===== config.mk =====
export PLATFORM = sky130hd
export DESIGN_NAME = pipeline_sequencer
export DESIGN_NICKNAME = d
export VERILOG_FILES = /design/src/rtl/pipeline_sequencer_pkg.sv /design/src/rtl/pipe_valid_chain.sv /design/src/rtl/pipeline_sequencer.sv
export SDC_FILE = /design/constraint.sdc
export NUM_CORES = 1
export LEC_CHECK = 0
export BUFFER_PORTS_ARGS = -buffer_cell sky130_fd_sc_hd__buf_2
export CORE_MARGIN = 8
export CORE_UTILIZATION = 50
export DETAILED_ROUTE_END_ITERATION = 16
export PLACE_DENSITY = 0.78
export SYNTH_ARGS = -nofsm -noshare
export SYNTH_HDL_FRONTEND = slang
export SYNTH_SLANG_ARGS = --single-unit

===== constraint.sdc =====
create_clock -name clk -period 3.84 [get_ports clk]
set_input_delay 0.384 -clock clk [delete_from_list [all_inputs] [get_ports clk]]
set_output_delay 0.384 -clock clk [all_outputs]
set_load 0.05 [all_outputs]

===== src/rtl/pipeline_sequencer_pkg.sv =====
// Shared types, PC-source encodings and parameter checks for the pipeline sequencer.
package pipeline_sequencer_pkg;

   typedef enum logic [1:0] {
      StIdle  = 2'b00,
      StBoot  = 2'b01,
      StRun   = 2'b10,
      StDrain = 2'b11
   } state_e;

   localparam logic [1:0] PC_SEQ    = 2'b00;
   localparam logic [1:0] PC_RESET  = 2'b01;
   localparam logic [1:0] PC_BRANCH = 2'b10;

   function automatic bit params_legal(input int unsigned num_stages,
                                       input int unsigned exec_stage,
                                       input int unsigned resolve_stage);
      return (num_stages >= 3) && (num_stages <= 16) && (exec_stage > 0) &&
             (exec_stage <= resolve_stage) && (resolve_stage < num_stages);
   endfunction

   function automatic logic [4:0] count_ones(input logic [15:0] vec);
      logic [4:0] cnt;
      cnt = '0;
      for (int unsigned i = 0; i < 16; i++) begin
         cnt = cnt + 5'(vec[i]);
      end
      return cnt;
   endfunction

endpackage


===== src/rtl/pipe_valid_chain.sv =====
// Per-stage valid token shift register with hold, single-stage bubble insert and flush mask.
module pipe_valid_chain #(
   parameter int unsigned NUM_STAGES   = 6,
   parameter int unsigned BUBBLE_STAGE = 3
) (
   input  logic                  clk,
   input  logic                  rst_n,
   input  logic [NUM_STAGES-1:0] stage_en,
   input  logic                  inject,
   input  logic                  bubble,
   input  logic [NUM_STAGES-1:0] flush_mask,
   output logic [NUM_STAGES-1:0] valid
);

   logic [NUM_STAGES-1:0] valid_q, valid_d, shifted;

   always_comb begin
      shifted = {valid_q[NUM_STAGES-2:0], inject};
      if (bubble) shifted[BUBBLE_STAGE] = 1'b0;
      // Flush overrides hold so a cleared stage can never keep a stale token.
      valid_d = ((stage_en & shifted) | (~stage_en & valid_q)) & ~flush_mask;
   end

   always_ff @(posedge clk or negedge rst_n) begin
      if (!rst_n) valid_q <= '0;
      else        valid_q <= valid_d;
   end

   assign valid = valid_q;

endmodule


===== src/rtl/pipeline_sequencer.sv =====
// Pipeline control: boot/run/drain FSM, stall and flush steering, saturating bubble counter.
module pipeline_sequencer
   import pipeline_sequencer_pkg::*;
#(
   parameter int unsigned NUM_STAGES    = 6,
   parameter int unsigned EXEC_STAGE    = 2,
   parameter int unsigned RESOLVE_STAGE = 3,
   parameter int unsigned CNT_W         = 16
) (
   input  logic                  clk,
   input  logic                  rst_n,
   input  logic                  start,
   input  logic                  halt_req,
   input  logic                  hazard_req,
   input  logic                  branch_taken,
   output logic [NUM_STAGES-1:0] stage_valid,
   output logic [NUM_STAGES-1:0] stage_en,
   output logic                  load_pc,
   output logic [1:0]            sel_pc,
   output logic [1:0]            state,
   output logic [CNT_W-1:0]      bubble_count
);

   if (!params_legal(NUM_STAGES, EXEC_STAGE, RESOLVE_STAGE)) begin : g_param_check
      $error("pipeline_sequencer: illegal stage parameters");
   end

   localparam int unsigned SumW = ((CNT_W > 5) ? CNT_W : 5) + 1;
   localparam logic [SumW-1:0] CntMax = SumW'({CNT_W{1'b1}});

   state_e                state_q, state_d;
   logic                  run, active, branch, hazard, inject;
   logic [NUM_STAGES-1:0] flush_mask;
   logic [15:0]           flush_src;
   logic [4:0]            add;
   logic [SumW-1:0]       sum;
   logic [CNT_W-1:0]      count_q, count_d;

   always_comb begin
      run    = (state_q == StRun);
      active = run || (state_q == StDrain);
      branch = active && branch_taken && stage_valid[RESOLVE_STAGE];
      hazard = active && hazard_req && stage_valid[EXEC_STAGE] && !branch;
      inject = run && !halt_req;

      stage_en = '0;
      if (active) begin
         stage_en = '1;
         if (hazard) begin
            for (int unsigned i = 0; i <= EXEC_STAGE; i++) stage_en[i] = 1'b0;
         end
      end

      load_pc = 1'b0;
      sel_pc  = PC_SEQ;
      state_d = state_q;
      unique case (state_q)
         StIdle: if (start) state_d = StBoot;
         StBoot: begin
            load_pc = 1'b1;
            sel_pc  = PC_RESET;
            state_d = StRun;
         end
         StRun: begin
            if (branch) begin
               load_pc = 1'b1;
               sel_pc  = PC_BRANCH;
            end else begin
               load_pc = !halt_req && !hazard;
            end
            if (halt_req) state_d = StDrain;
         end
         StDrain: if (stage_valid == '0) state_d = StIdle;
         default: state_d = StIdle;
      endcase

      flush_mask = '0;
      for (int unsigned i = 0; i < NUM_STAGES; i++) begin
         flush_mask[i] = branch && (i <= RESOLVE_STAGE);
      end

      // Only tokens younger than the branch are lost; the branch itself moves on.
      flush_src = '0;
      for (int unsigned i = 0; i < RESOLVE_STAGE; i++) flush_src[i] = stage_valid[i];

      add     = branch ? count_ones(flush_src) : {4'b0, hazard};
      sum     = SumW'(count_q) + SumW'(add);
      count_d = (sum > CntMax) ? '1 : sum[CNT_W-1:0];
   end

   always_ff @(posedge clk or negedge rst_n) begin
      if (!rst_n) begin
         state_q <= StIdle;
         count_q <= '0;
      end else begin
         state_q <= state_d;
         count_q <= count_d;
      end
   end

   pipe_valid_chain #(
      .NUM_STAGES  (NUM_STAGES),
      .BUBBLE_STAGE(EXEC_STAGE + 1)
   ) u_valid_chain (
      .clk       (clk),
      .rst_n     (rst_n),
      .stage_en  (stage_en),
      .inject    (inject),
      .bubble    (hazard),
      .flush_mask(flush_mask),
      .valid     (stage_valid)
   );

   assign state        = state_q;
   assign bubble_count = count_q;

endmodule


==> run summary, run 1 <==
RUN STATUS
----------------------------------------------------------------------------------------
Result of the run                                                           finished, final reports clean

SYNTH
----------------------------------------------------------------------------------------
FF+latch count, synth                                                                 24
Most frequently used flop master after synthesis                            sky130_fd_sc_hd__dfrtp_1
Share of flip-flops with an asynchronous set or reset after synthesis               100%
Number of flops mapped to enable cells by yosys                                        0
Cell taking the most area after synthesis                                   sky130_fd_sc_hd__dfrtp_1
Post-synthesis average cell area                                                9.99 µm²
Post-synthesis instance area                                                    1320 µm²
Unique cell type count in the Yosys netlist                                           32
Sequential area share after synthesis                                              45.5%
Cell types with the largest area share after synthesis                      sky130_fd_sc_hd__dfrtp_1 46%, sky130_fd_sc_hd__xnor2_1 6.0%, sky130_fd_sc_hd__ha_1 5.7%
Number of warnings issued by yosys                                                     0
Synthesized instance count                                                           132
Synthesized Nets                                                                     146
Area share of the leading cell type in the synthesized netlist                     45.5%

FINISH
----------------------------------------------------------------------------------------
Ant diodes                                                                             0
FF+latch area                                                                    601 µm²
Count of filler cells inserted in the layout                                         209
Multi-input gate area in the final layout                                        658 µm²
Syn-to-layout area delta                                                           18.7%
Share of post-route cells with drive strength above 1                              29.0%
Number of cells in the finished layout apart from fillers                            199
Total Nets Final                                                                     184

WORST SETUP PATH
----------------------------------------------------------------------------------------
Critical register-to-register path endpoint                                 bubble_count[5]
Startpoint of the most critical register-to-register path                       state[0]
Data arrival time of the critical path                                           3530 ps
CP Data Required Time                                                            4080 ps
Kind of start point of the critical path                                            flop
Cells on worst reg2reg path                                                           13
Minimum setup slack among reg-to-reg paths                                        550 ps
Critical path endpoint category                                                     flop
Type of the worst setup path                                                  reg -> reg
Biggest fanout along the worst timing path                                            13

STA
----------------------------------------------------------------------------------------
Fin crit share                                                                     85.8%
Final worst-path setup slack                                                      546 ps
Final worst hold slack                                                           11.2 ps
Final hold violations                                                                  0
Achievable clock frequency                                                     0.304 GHz
Setup clock skew after layout                                                    11.4 ps
Worst-case headroom to the max-slew limit                                          56.9%
Final Critical Period                                                            3290 ps
Setup TNS Final                                                                     0 ps
Unrepaired setup endpoints after global routing                                    false
Number of pins exceeding their max-slew limit in the final report                      0
Final number of setup-violating endpoints                                              0
Actual transition at the worst max-transition pin                                 646 ps

CLOCK NETWORK
----------------------------------------------------------------------------------------
Clock latency of the later-clocked register in the worst-skew pair                320 ps
TritonCTS clock tree                                                                done
H-tree depth reported by CTS                                                           1
Total CTS buffers                                                                      3
# clock sinks                                                                         24
Postcts setup bufs                                                                     0
Library cell used as clock root buffer                                      sky130_fd_sc_hd__clkbuf_4
Number of buffers inserted for hold repair after clock tree synthesis                  0
CTS clk-pin slew, worst paths                                                     130 ps
Post-CTS Resized                                                                       0
Buffers from clock root to sink, at most                                               2

FLOORPLANNING
----------------------------------------------------------------------------------------
Total die area                                                                  4540 µm²
Chip Height                                                                      67.4 µm
Starting density of the core                                                       52.8%
Core Area                                                                       2500 µm²
# IOs                                                                                 39
# rows                                                                                18
Die span in x                                                                    67.4 µm

POWER
----------------------------------------------------------------------------------------
Power density relative to cell area                                           906 nW/µm²
LEAKAGE                                                                         0.835 nW
IR drop worst, VDD                                                            0.000734 V
Post-route total power                                                           1.42 mW

PLACEMENT
----------------------------------------------------------------------------------------
Post-placement worst setup slack                                                  602 ps
Placer congestion estimate                                                         0.803
Port Buffer Count                                                                     38
Detailed placer's ending HPWL                                                    2260 µm
Placed instance count                                                                195

DRT
----------------------------------------------------------------------------------------
Average wire per standard cell                                                   14.5 µm
Number of search-and-repair iterations in the first detailed-routing pass              6
Via count                                                                           1090
DRT Wirelength                                                                   2900 µm
Antenna violation net count after detailed routing                                     0
DRC errors left                                                                        0
Number of DRC markers in iteration 0                                                  74
Mean number of vias per cell                                                        5.48

GRT
----------------------------------------------------------------------------------------
Total gr overflow                                                                      0
Initial antenna violation count                                                        0
Wire length of the first global-routing pass                                     4700 µm
Via count of the first global-routing pass                                          1042
Overall track demand over capacity in global routing                               13.5%
Pin count of the biggest net entering global routing                                  25

JOB
----------------------------------------------------------------------------------------
Maximum Capacitance Violations                                                         0

HOLD PATH
----------------------------------------------------------------------------------------
Tightest Hold Check Type                                                     in -> async

-- worst max-delay path, cell delays in order (launching register included) --
cell and delay [ps]:
sky130_fd_sc_hd__dfrtp_1 450, sky130_fd_sc_hd__inv_1 100, sky130_fd_sc_hd__ha_1 230, sky130_fd_sc_hd__nor2_1 70, sky130_fd_sc_hd__buf_4 160, sky130_fd_sc_hd__nor2_1 350, sky130_fd_sc_hd__nand2_1 100, sky130_fd_sc_hd__o31ai_1 80
sky130_fd_sc_hd__ha_1 240, sky130_fd_sc_hd__fa_1 230, sky130_fd_sc_hd__nand3_1 180, sky130_fd_sc_hd__nor2_1 320, sky130_fd_sc_hd__nand4_1 480, sky130_fd_sc_hd__o21ai_0 220
-- metal layers --
layer | share of wire [%] | track usage (%)
met5 | 0 | 0
met4 | 2.2 | 9.14
met3 | 8.7 | 2.65
met2 | 46 | 21.9
met1 | 43 | 15.8
-- final cells by class --
type / count / share of cell area (%)
clock buffer: 3 / 1.44
multi-input combinational: 97 / 42.0
sequential: 24 / 38.4
inverter: 5 / 1.20
timing repair buffer: 39 / 12.6
tap: 30 / 2.40
clock inverter: 1 / 1.92
-- kinds of logic after synthesis --
family / after synthesis / share of synthesized area, %
and+or+nand+nor: 57 / 21.3
DFF: 24 / 45.5
AOI/OAI and AO/OA: 14 / 6.64
buffers and inverters: 11 / 4.55
xor gates and xnor gates: 10 / 6.64
muxes: 8 / 6.64
adders and majority gates: 8 / 8.73
-- flip-flops by register name, summed over array words and instances, names as in the netlist, named ones only --
name,flops
state,2
u_valid_chain.valid,4
bubble_count,16
-- synthesized netlist by cell type (all sizes together) (4+ instances only) --
master	n
dfrtp	24
nand2	18
nor2	10
xnor2	9
nand3	8
ha	6
mux2	6
buf	5
inv	5
a21oi	4
nor3	4
o21ai	4
-- where the power goes --
part / leakage, nW / internal, mW / switching, mW
combinational: 0.484 / 0.222 / 0.627
sequential: 0.323 / 0.312 / 0.0763
clock: 0.0279 / 0.106 / 0.0753
-- worst max path at each step --
stage               startpoint               end  slack [ps]  depth (start not counted)
finish                state[0]   bubble_count[5]         550                         13
global route          state[0]   bubble_count[5]         210                         13
CTS                   state[0]   bubble_count[5]         570                         13
detailed placement    state[0]   bubble_count[5]         600                         13
global placement      state[0]  bubble_count[13]         870                         13
floorplan             state[0]  bubble_count[13]         580                         13
-- metrics by stage --
stage	area (µm²)	util [%]
2_1_floorplan	1320	-
3_3_place_gp	1510	60.5
3_5_place_dp	1510	60.5
4_1_cts	1570	62.6
5_1_grt	1570	62.6
6_report	1570	62.6
-- cell usage in the layout (no fill, tap or decap), types with 2 or more instances in the layout --
master,Yosys,routed
sky130_fd_sc_hd__nand3_1,8,8
sky130_fd_sc_hd__nor4_1,2,2
sky130_fd_sc_hd__xnor2_1,9,9
sky130_fd_sc_hd__clkbuf_4,0,3
sky130_fd_sc_hd__o21a_1,2,2
sky130_fd_sc_hd__inv_1,5,5
sky130_fd_sc_hd__dfrtp_1,24,24
sky130_fd_sc_hd__fa_1,2,2
sky130_fd_sc_hd__and3_1,2,2
sky130_fd_sc_hd__a21oi_1,4,4
sky130_fd_sc_hd__o21ai_0,4,4
sky130_fd_sc_hd__nand2_1,18,18
sky130_fd_sc_hd__mux2_2,5,5
sky130_fd_sc_hd__nor2b_1,3,3
sky130_fd_sc_hd__ha_1,6,6
sky130_fd_sc_hd__nand2b_1,3,3
sky130_fd_sc_hd__mux2i_1,2,2
sky130_fd_sc_hd__nor3_1,3,3
sky130_fd_sc_hd__nor2_1,10,10
sky130_fd_sc_hd__buf_2,0,38
sky130_fd_sc_hd__nand4_1,3,3
Power figures use the tool's default switching activity.
==> run 2, diff against run 1 <==
--- a/config.mk
+++ b/config.mk
@@ -5,11 +5,12 @@
 export SDC_FILE = /design/constraint.sdc
 export NUM_CORES = 1
 export LEC_CHECK = 0
+export ABC_AREA = 1
 export BUFFER_PORTS_ARGS = -buffer_cell sky130_fd_sc_hd__buf_2
 export CORE_MARGIN = 8
-export CORE_UTILIZATION = 50
+export CORE_UTILIZATION = 52
 export DETAILED_ROUTE_END_ITERATION = 16
-export PLACE_DENSITY = 0.78
+export PLACE_DENSITY = 0.89
 export SYNTH_ARGS = -nofsm -noshare
 export SYNTH_HDL_FRONTEND = slang
 export SYNTH_SLANG_ARGS = --single-unit
==> run 2 against run 1 <==
Effect of this change: count of clock-buffer cells in the layout is 1 higher; highest routed layer unchanged; global-route usage up 0.069 points; wire length grew 9.7%; sequential cell count did not move; synthesized cell count increased by 42%; fmax increased by 26%; synthesized area is 16% higher; clock skew down 9.1 ps.
==> run summary, run 2 <==
CLOCK NETWORK
----------------------------------------------------------------------------------------
TritonCTS clock tree                                                                done
Clock latency of the later-clocked register in the worst-skew pair                310 ps
H-tree depth reported by CTS                                                           1
# clock sinks                                                                         24
CTS clk-pin slew, worst paths                                                     130 ps
Number of buffers inserted for hold repair after clock tree synthesis                  0
Library cell used as clock root buffer                                      sky130_fd_sc_hd__clkbuf_4
Post-CTS Resized                                                                       0
Total CTS buffers                                                                      3
Postcts setup bufs                                                                     0
Buffers from clock root to sink, at most                                               2

FLOORPLANNING
----------------------------------------------------------------------------------------
# IOs                                                                                 39
# rows                                                                                19
Die span in x                                                                    70.2 µm
Starting density of the core                                                       54.9%
Core Area                                                                       2780 µm²
Chip Height                                                                      70.2 µm
Total die area                                                                  4930 µm²

FINISH
----------------------------------------------------------------------------------------
Most frequent standard cell in the layout excluding fill and tap cells      sky130_fd_sc_hd__nand2_1
Syn-to-layout area delta                                                           14.2%
Total Nets Final                                                                     238
Commonest cells after routing, fill and taps aside                          47 x sky130_fd_sc_hd__nand2_1, 38 x sky130_fd_sc_hd__buf_2, 24 x sky130_fd_sc_hd__dfrtp_1
Number of flip-flops under the largest register name                                  16
Post-route cell area                                                            1740 µm²
Count of filler cells inserted in the layout                                         235
Ant diodes                                                                             0
Share of post-route cells with drive strength above 1                              27.4%
Number of cells in the finished layout apart from fillers                            254

STA
----------------------------------------------------------------------------------------
Unrepaired setup endpoints after global routing                                    false
Final worst-path setup slack                                                     1230 ps
Setup TNS Final                                                                     0 ps
Achievable clock frequency                                                     0.384 GHz
Number of pins exceeding their max-slew limit in the final report                      0
Setup clock skew after layout                                                    2.26 ps
Final hold violations                                                                  0
Final number of setup-violating endpoints                                              0
Final Critical Period                                                            2610 ps
Worst-case headroom to the max-slew limit                                          65.7%
Actual transition at the worst max-transition pin                                 515 ps
Fin crit share                                                                     67.9%

SYNTH
----------------------------------------------------------------------------------------
Cell taking the most area after synthesis                                   sky130_fd_sc_hd__dfrtp_1
Sequential area share after synthesis                                              39.3%
Most frequent cells after synthesis                                         47 x sky130_fd_sc_hd__nand2_1, 24 x sky130_fd_sc_hd__dfrtp_1, 23 x sky130_fd_sc_hd__inv_1
Post-synthesis average cell area                                                8.16 µm²
Share of flip-flops with an asynchronous set or reset after synthesis               100%
Post-synthesis instance area                                                    1530 µm²
Number of flops mapped to enable cells by yosys                                        0
Area share of the leading cell type in the synthesized netlist                     39.3%
FF+latch count, synth                                                                 24
Unique cell type count in the Yosys netlist                                           26
Most frequently used flop master after synthesis                            sky130_fd_sc_hd__dfrtp_1
Cell types with the largest area share after synthesis                      sky130_fd_sc_hd__dfrtp_1 39%, sky130_fd_sc_hd__nand2_1 12%, sky130_fd_sc_hd__inv_1 5.7%
Number of warnings issued by yosys                                                     0
Synthesized instance count                                                           187
Most common cell in the synthesized netlist                                 sky130_fd_sc_hd__nand2_1
Synthesized Nets                                                                     201

DRT
----------------------------------------------------------------------------------------
DRC errors left                                                                        0
Via count                                                                           1301
Average wire per standard cell                                                   12.5 µm
DRT Wirelength                                                                   3180 µm
Number of search-and-repair iterations in the first detailed-routing pass              5
Mean number of vias per cell                                                        5.12
Number of DRC markers in iteration 0                                                  83
Antenna violation net count after detailed routing                                     0

HOLD PATH
----------------------------------------------------------------------------------------
Tightest Hold Check Type                                                     in -> async

JOB
----------------------------------------------------------------------------------------
Maximum Capacitance Violations                                                         0

WORST SETUP PATH
----------------------------------------------------------------------------------------
Cells on worst reg2reg path                                                           12
Data arrival time of the critical path                                           2800 ps
Type of the worst setup path                                                  reg -> reg
Critical register-to-register path endpoint                                 bubble_count[2]
Startpoint of the most critical register-to-register path                       state[0]
Worst Setup SP                                                                  state[0]
Kind of start point of the critical path                                            flop
CP Data Required Time                                                            4030 ps
Biggest fanout along the worst timing path                                            14
Crit path capture                                                           bubble_count[2]
Minimum setup slack among reg-to-reg paths                                       1230 ps
Critical path endpoint category                                                     flop

PLACEMENT
----------------------------------------------------------------------------------------
DP Area                                                                         1710 µm²
Post-placement worst setup slack                                                 1260 ps
Placed instance count                                                                250
Port Buffer Count                                                                     38
Detailed placer's ending HPWL                                                    2520 µm
Placer congestion estimate                                                         0.843

POWER
----------------------------------------------------------------------------------------
Post-route total power                                                           1.55 mW
IR drop worst, VDD                                                            0.000928 V
Power density relative to cell area                                           890 nW/µm²
LEAKAGE                                                                         0.940 nW

GRT
----------------------------------------------------------------------------------------
Pin count of the biggest net entering global routing                                  25
Wire length of the first global-routing pass                                     5740 µm
Initial antenna violation count                                                        0
Via count of the first global-routing pass                                          1223
Overall track demand over capacity in global routing                               13.5%
Total gr overflow                                                                      0

RUN STATUS
----------------------------------------------------------------------------------------
Result of the run                                                           finished, final reports clean

==> run 2: cell types whose count changed in the layout (fill, tap and decap cells not counted), moves of 5 or more <==
cell and delta:
sky130_fd_sc_hd__inv_1 +18, sky130_fd_sc_hd__mux2_2 -5, sky130_fd_sc_hd__nand2_1 +29, sky130_fd_sc_hd__nand2_2 +8, sky130_fd_sc_hd__nand3_1 +5, sky130_fd_sc_hd__nor2_1 +10
sky130_fd_sc_hd__xnor2_1 -7
==> run 2: cells by family (layout without fill, tap and decap cells) <==
logic type	Yosys count	in the layout	synth area share [%]
flops	24	24	39.3
xor+xnor	7	7	4.02
compound gates	17	17	6.48
fa+ha+maj	8	8	7.54
buf+inv	29	65	8.85
simple gates	102	102	33.8
==> run 2: stage by stage <==
step                      hold WS (ps)  utilization, %
after floorplan                   88.4               -
after global placement             389            61.4
after detailed placement           402            61.4
after CTS                         41.4            62.7
after global routing              57.8            62.7
final                             23.2            62.7
==> run 2: layout make-up <==
cell class                      count  area (µm²)  area share (%)
Sequential cell                    24         601            34.5
Tap cell                           31        38.8            2.23
Clock buffer                        4        36.3            2.08
Timing Repair Buffer               38         190            10.9
Multi-Input combinational cell    134         791            45.4
Inverter                           23        86.3            4.95
==> run 2: worst max-delay path, stage by stage, from the launching register on <==
cell and delay (ps):
sky130_fd_sc_hd__dfrtp_1 430, sky130_fd_sc_hd__inv_1 90, sky130_fd_sc_hd__ha_1 240, sky130_fd_sc_hd__nor2_1 340, sky130_fd_sc_hd__nor2_2 90, sky130_fd_sc_hd__nand2_4 100
sky130_fd_sc_hd__nand2_1 50, sky130_fd_sc_hd__ha_1 200, sky130_fd_sc_hd__fa_1 400, sky130_fd_sc_hd__nand2_2 140, sky130_fd_sc_hd__nor2_4 70, sky130_fd_sc_hd__nand4_4 200
sky130_fd_sc_hd__o21ai_0 130
==> run 2: power breakdown <==
part	internal (mW)	switching (mW)	total (mW)
sequential	0.326	0.0916	0.418
clock	0.0579	0.0747	0.133
combinational	0.242	0.759	1.00
==> run 2: metal layers <==
metal / GRT usage (%) / wire length (µm) / up-vias
met5: 0 / 0 / -
li1: - / - / 656
met4: 5.13 / 48 / 0
met2: 21.9 / 1550 / 41
met1: 17.8 / 1430 / 598
met3: 1.84 / 141 / 6
==> run 2: worst min path at each step <==
| stage | start | end | slack [ps] |
|---|---|---|---|
| detailed placement | rst_n | bubble_count[12] | 400 |
| floorplan | rst_n | async pin | 90 |
| global placement | rst_n | bubble_count[12] | 390 |
| CTS | rst_n | bubble_count[12] | 40 |
| global route | rst_n | bubble_count[12] | 60 |
| finish | rst_n | bubble_count[12] | 20 |
==> run 3, diff against run 2 <==
--- a/config.mk
+++ b/config.mk
@@ -8,9 +8,9 @@
 export ABC_AREA = 1
 export BUFFER_PORTS_ARGS = -buffer_cell sky130_fd_sc_hd__buf_2
 export CORE_MARGIN = 8
-export CORE_UTILIZATION = 52
+export CORE_UTILIZATION = 47
 export DETAILED_ROUTE_END_ITERATION = 16
-export PLACE_DENSITY = 0.89
+export PLACE_DENSITY = 0.85
 export SYNTH_ARGS = -nofsm -noshare
 export SYNTH_HDL_FRONTEND = slang
 export SYNTH_SLANG_ARGS = --single-unit
==> constraint.sdc (replaced) <==
create_clock -name clk -period 2.18 [get_ports clk]
set_input_delay 0.218 -clock clk [delete_from_list [all_inputs] [get_ports clk]]
set_output_delay 0.218 -clock clk [all_outputs]
set_load 0.05 [all_outputs]
==> run 3 against run 2 <==
Effect of this change: the flow now finishes with violations (setup timing); sequential cell count stayed put; worst hold slack improved by 240 ps; die area is 8.2% higher; register-to-register slack worse by 1300 ps; global-route usage grew 0.48 points; via count rose by 5.1%; non-clock buffer count increased by 13; count of clock-buffer cells in the layout is 1 lower; first-iteration DRC count shrank 7.2%; sequential share of layout area down 4.2 points; cell count is 11% higher; critical path type unchanged; largest cell class unchanged; largest power group unchanged.
==> run summary, run 3 (synthesis results as in run 2) <==
WORST SETUP PATH
----------------------------------------------------------------------------------------
Maximum single-stage delay on the critical path                                   490 ps
Critical path endpoint category                                                     flop
CP Data Required Time                                                            2390 ps
Delay-heaviest family, CP                                                    adder cells
Number of buffers and inverters on the critical path                                   1
Data arrival time of the critical path                                           2470 ps
Type of the worst setup path                                                  reg -> reg
Cells on worst reg2reg path                                                           10
Minimum setup slack among reg-to-reg paths                                        -80 ps
Critical register-to-register path endpoint                                 bubble_count[4]
Critical Path Slowest Stage Cell                                            sky130_fd_sc_hd__fa_1
Cell breakdown of the critical path                                         fa_1 -> nand2_1 -> nand2_1 -> ha_2 -> fa_2 -> nand2_4 -> nor2_4 -> buf_12 -> xnor2_1 -> nand2_2
Kind of start point of the critical path                                            flop
Biggest fanout along the worst timing path                                             4
CP most frequent cell                                                       sky130_fd_sc_hd__nand2_1
Startpoint of the most critical register-to-register path                   u_valid_chain.valid[0]

POWER
----------------------------------------------------------------------------------------
Gate power share                                                                   66.2%
Clock group share of total power                                                   10.4%
Flop pwr share                                                                     23.4%
Post-route total power                                                           3.12 mW
IR drop worst, VDD                                                            0.000741 V
Net switching power figure                                                       1.73 mW
LEAKAGE                                                                          1.05 nW
Power Internal                                                                   1.38 mW
Fraction of power spent switching nets                                             55.6%
Power density relative to cell area                                          1560 nW/µm²

FINISH
----------------------------------------------------------------------------------------
Ant diodes                                                                             0
Syn-to-layout area delta                                                           31.3%
Commonest cells after routing, fill and taps aside                          44 x sky130_fd_sc_hd__nand2_1, 37 x sky130_fd_sc_hd__buf_2, 20 x sky130_fd_sc_hd__inv_1
FF+latch area                                                                    607 µm²
Total Nets Final                                                                     252
Most frequent standard cell in the layout excluding fill and tap cells      sky130_fd_sc_hd__nand2_1
Count of filler cells inserted in the layout                                         237
Number of cells in the finished layout apart from fillers                            281
Share of post-route cells with drive strength above 1                              40.9%
Multi-input gate area in the final layout                                        892 µm²
Number of flip-flops under the largest register name                                  16

DRT
----------------------------------------------------------------------------------------
DRT Wirelength                                                                   3580 µm
Average wire per standard cell                                                   12.7 µm
DRC errors left                                                                        0
Antenna violation net count after detailed routing                                     0
Number of DRC markers in iteration 0                                                  77
Via count                                                                           1368
Number of search-and-repair iterations in the first detailed-routing pass              4
Mean number of vias per cell                                                        4.87

GRT
----------------------------------------------------------------------------------------
Pin count of the biggest net entering global routing                                  25
Wire length of the first global-routing pass                                     6070 µm
Routing usage on met3                                                              1.37%
Total gr overflow                                                                      0
Initial antenna violation count                                                        0
Global routing met1 resource utilization                                           16.0%
Overall track demand over capacity in global routing                               14.0%
Met2 usage in global routing                                                       25.7%
Routing layer with the top usage in global route                                    met2
Via count of the first global-routing pass                                          1385

FLOORPLANNING
----------------------------------------------------------------------------------------
Starting density of the core                                                       49.6%
# IOs                                                                                 39
Core Area                                                                       3080 µm²
Total die area                                                                  5330 µm²
Chip Height                                                                      73.0 µm
Die span in x                                                                    73.0 µm
# rows                                                                                20

HOLD PATH
----------------------------------------------------------------------------------------
Hold path start                                                                    start
Tightest Hold Check Type                                                       in -> reg
Number of cells on the worst hold path                                                 5
Capture endpoint of the worst hold path                                         state[1]

RUN STATUS
----------------------------------------------------------------------------------------
Result of the run                                                           finished, violations left
Violated checks                                                             setup timing

CLOCK NETWORK
----------------------------------------------------------------------------------------
Library cell used as clock root buffer                                      sky130_fd_sc_hd__clkbuf_4
# clock sinks                                                                         24
Total CTS buffers                                                                      3
TritonCTS clock tree                                                                done
H-tree depth reported by CTS                                                           1
CTS clk-pin slew, worst paths                                                     140 ps
Buffers from clock root to sink, at most                                               2
Clock latency of the later-clocked register in the worst-skew pair                320 ps

STA
----------------------------------------------------------------------------------------
Worst-case headroom to the max-slew limit                                          65.5%
Number of pins exceeding their max-slew limit in the final report                      0
Final worst hold slack                                                            261 ps
Setup TNS Final                                                                  -651 ps
Actual transition at the worst max-transition pin                                 518 ps
Fin crit share                                                                      104%
Achievable clock frequency                                                     0.442 GHz
Setup clock skew after layout                                                    10.5 ps
Final worst-path setup slack                                                    -83.5 ps
Unrepaired setup endpoints after global routing                                     true
Final number of setup-violating endpoints                                             14
Final hold violations                                                                  0
Final Critical Period                                                            2260 ps

PLACEMENT
----------------------------------------------------------------------------------------
Placed instance count                                                                273
Placer congestion estimate                                                         0.875
Detailed placer's ending HPWL                                                    2800 µm
Port Buffer Count                                                                     38

JOB
----------------------------------------------------------------------------------------
Maximum Capacitance Violations                                                         0

==> run 3: changes by cell type in the layout (fill, tap and decap cells not counted), sizes merged <==
cell and delta:
clkbuf -1, dlygate4sd3 +1, nand4 +1, buf +12, bufinv +1
==> run 3: tightest hold or removal path: cells and delay by family <==
kind / cells / cell delay, ps
simple gates: 2 / 130
compound gates: 1 / 50
buf+inv: 2 / 160
==> run 3: what timing repair did <==
action / 4_1_cts / 5_1_grt
gates resized for setup: 3 / 10
setup endpoints to repair: 16 / 17
pin swaps: 2 / 7
buffers inserted: 1 / 2
cloned: 1 / 0
hold buffers: 1 / 0
hold endpoints to repair: 24 / 0
==> run 3: how the worst max path moves through the flow <==
| stage | from | to | cells past startpoint | slack (ps) |
|---|---|---|---|---|
| 6_report | u_valid_chain.valid[0] | bubble_count[4] | 10 | -80 |
| 5_1_grt | state[1] | bubble_count[4] | 14 | -230 |
| 4_1_cts | u_valid_chain.valid[0] | bubble_count[8] | 10 | -70 |
| 3_5_place_dp | state[0] | bubble_count[2] | 14 | -50 |
| 3_3_place_gp | u_valid_chain.valid[0] | bubble_count[2] | 9 | 40 |
| 2_1_floorplan | state[0] | bubble_count[8] | 15 | -190 |
==> run 3: layout make-up <==
cell class	instances	area share [%]
tap	44	2.75
sequential	24	30.3
inverter	23	4.43
clock buffer	3	1.12
multi-input combinational	135	44.5
clock inverter	1	1.50
timing repair buffer	51	15.4
==> run 3: power by group through the flow <==
stage | clock network [mW] | logic, mW | registers, mW
final | 0.325 | 2.06 | 0.729
after global routing | 0.350 | 2.23 | 0.754
after CTS | 0.332 | 2.04 | 0.728
after detailed placement | 0 | 2.01 | 0.736
after global placement | 0 | 1.97 | 0.733
after floorplan | 0 | 1.13 | 1.17
==> run 3: through the flow <==
stage | area, µm² | util [%] | setup WS [ps]
after global placement | 1860 | 60.3 | 35.2
after floorplan | 1580 | - | -191
after detailed placement | 1860 | 60.3 | -47.7
final | 2000 | 65.1 | -83.5
after global routing | 2000 | 65.1 | -229
after CTS | 1950 | 63.4 | -72.9
==> run 3: metal layers <==
layer / vias to the layer above / wire (µm)
met5: - / 0
met4: 0 / 48
met3: 4 / 93
met2: 20 / 1880
met1: 654 / 1550
li1: 690 / -
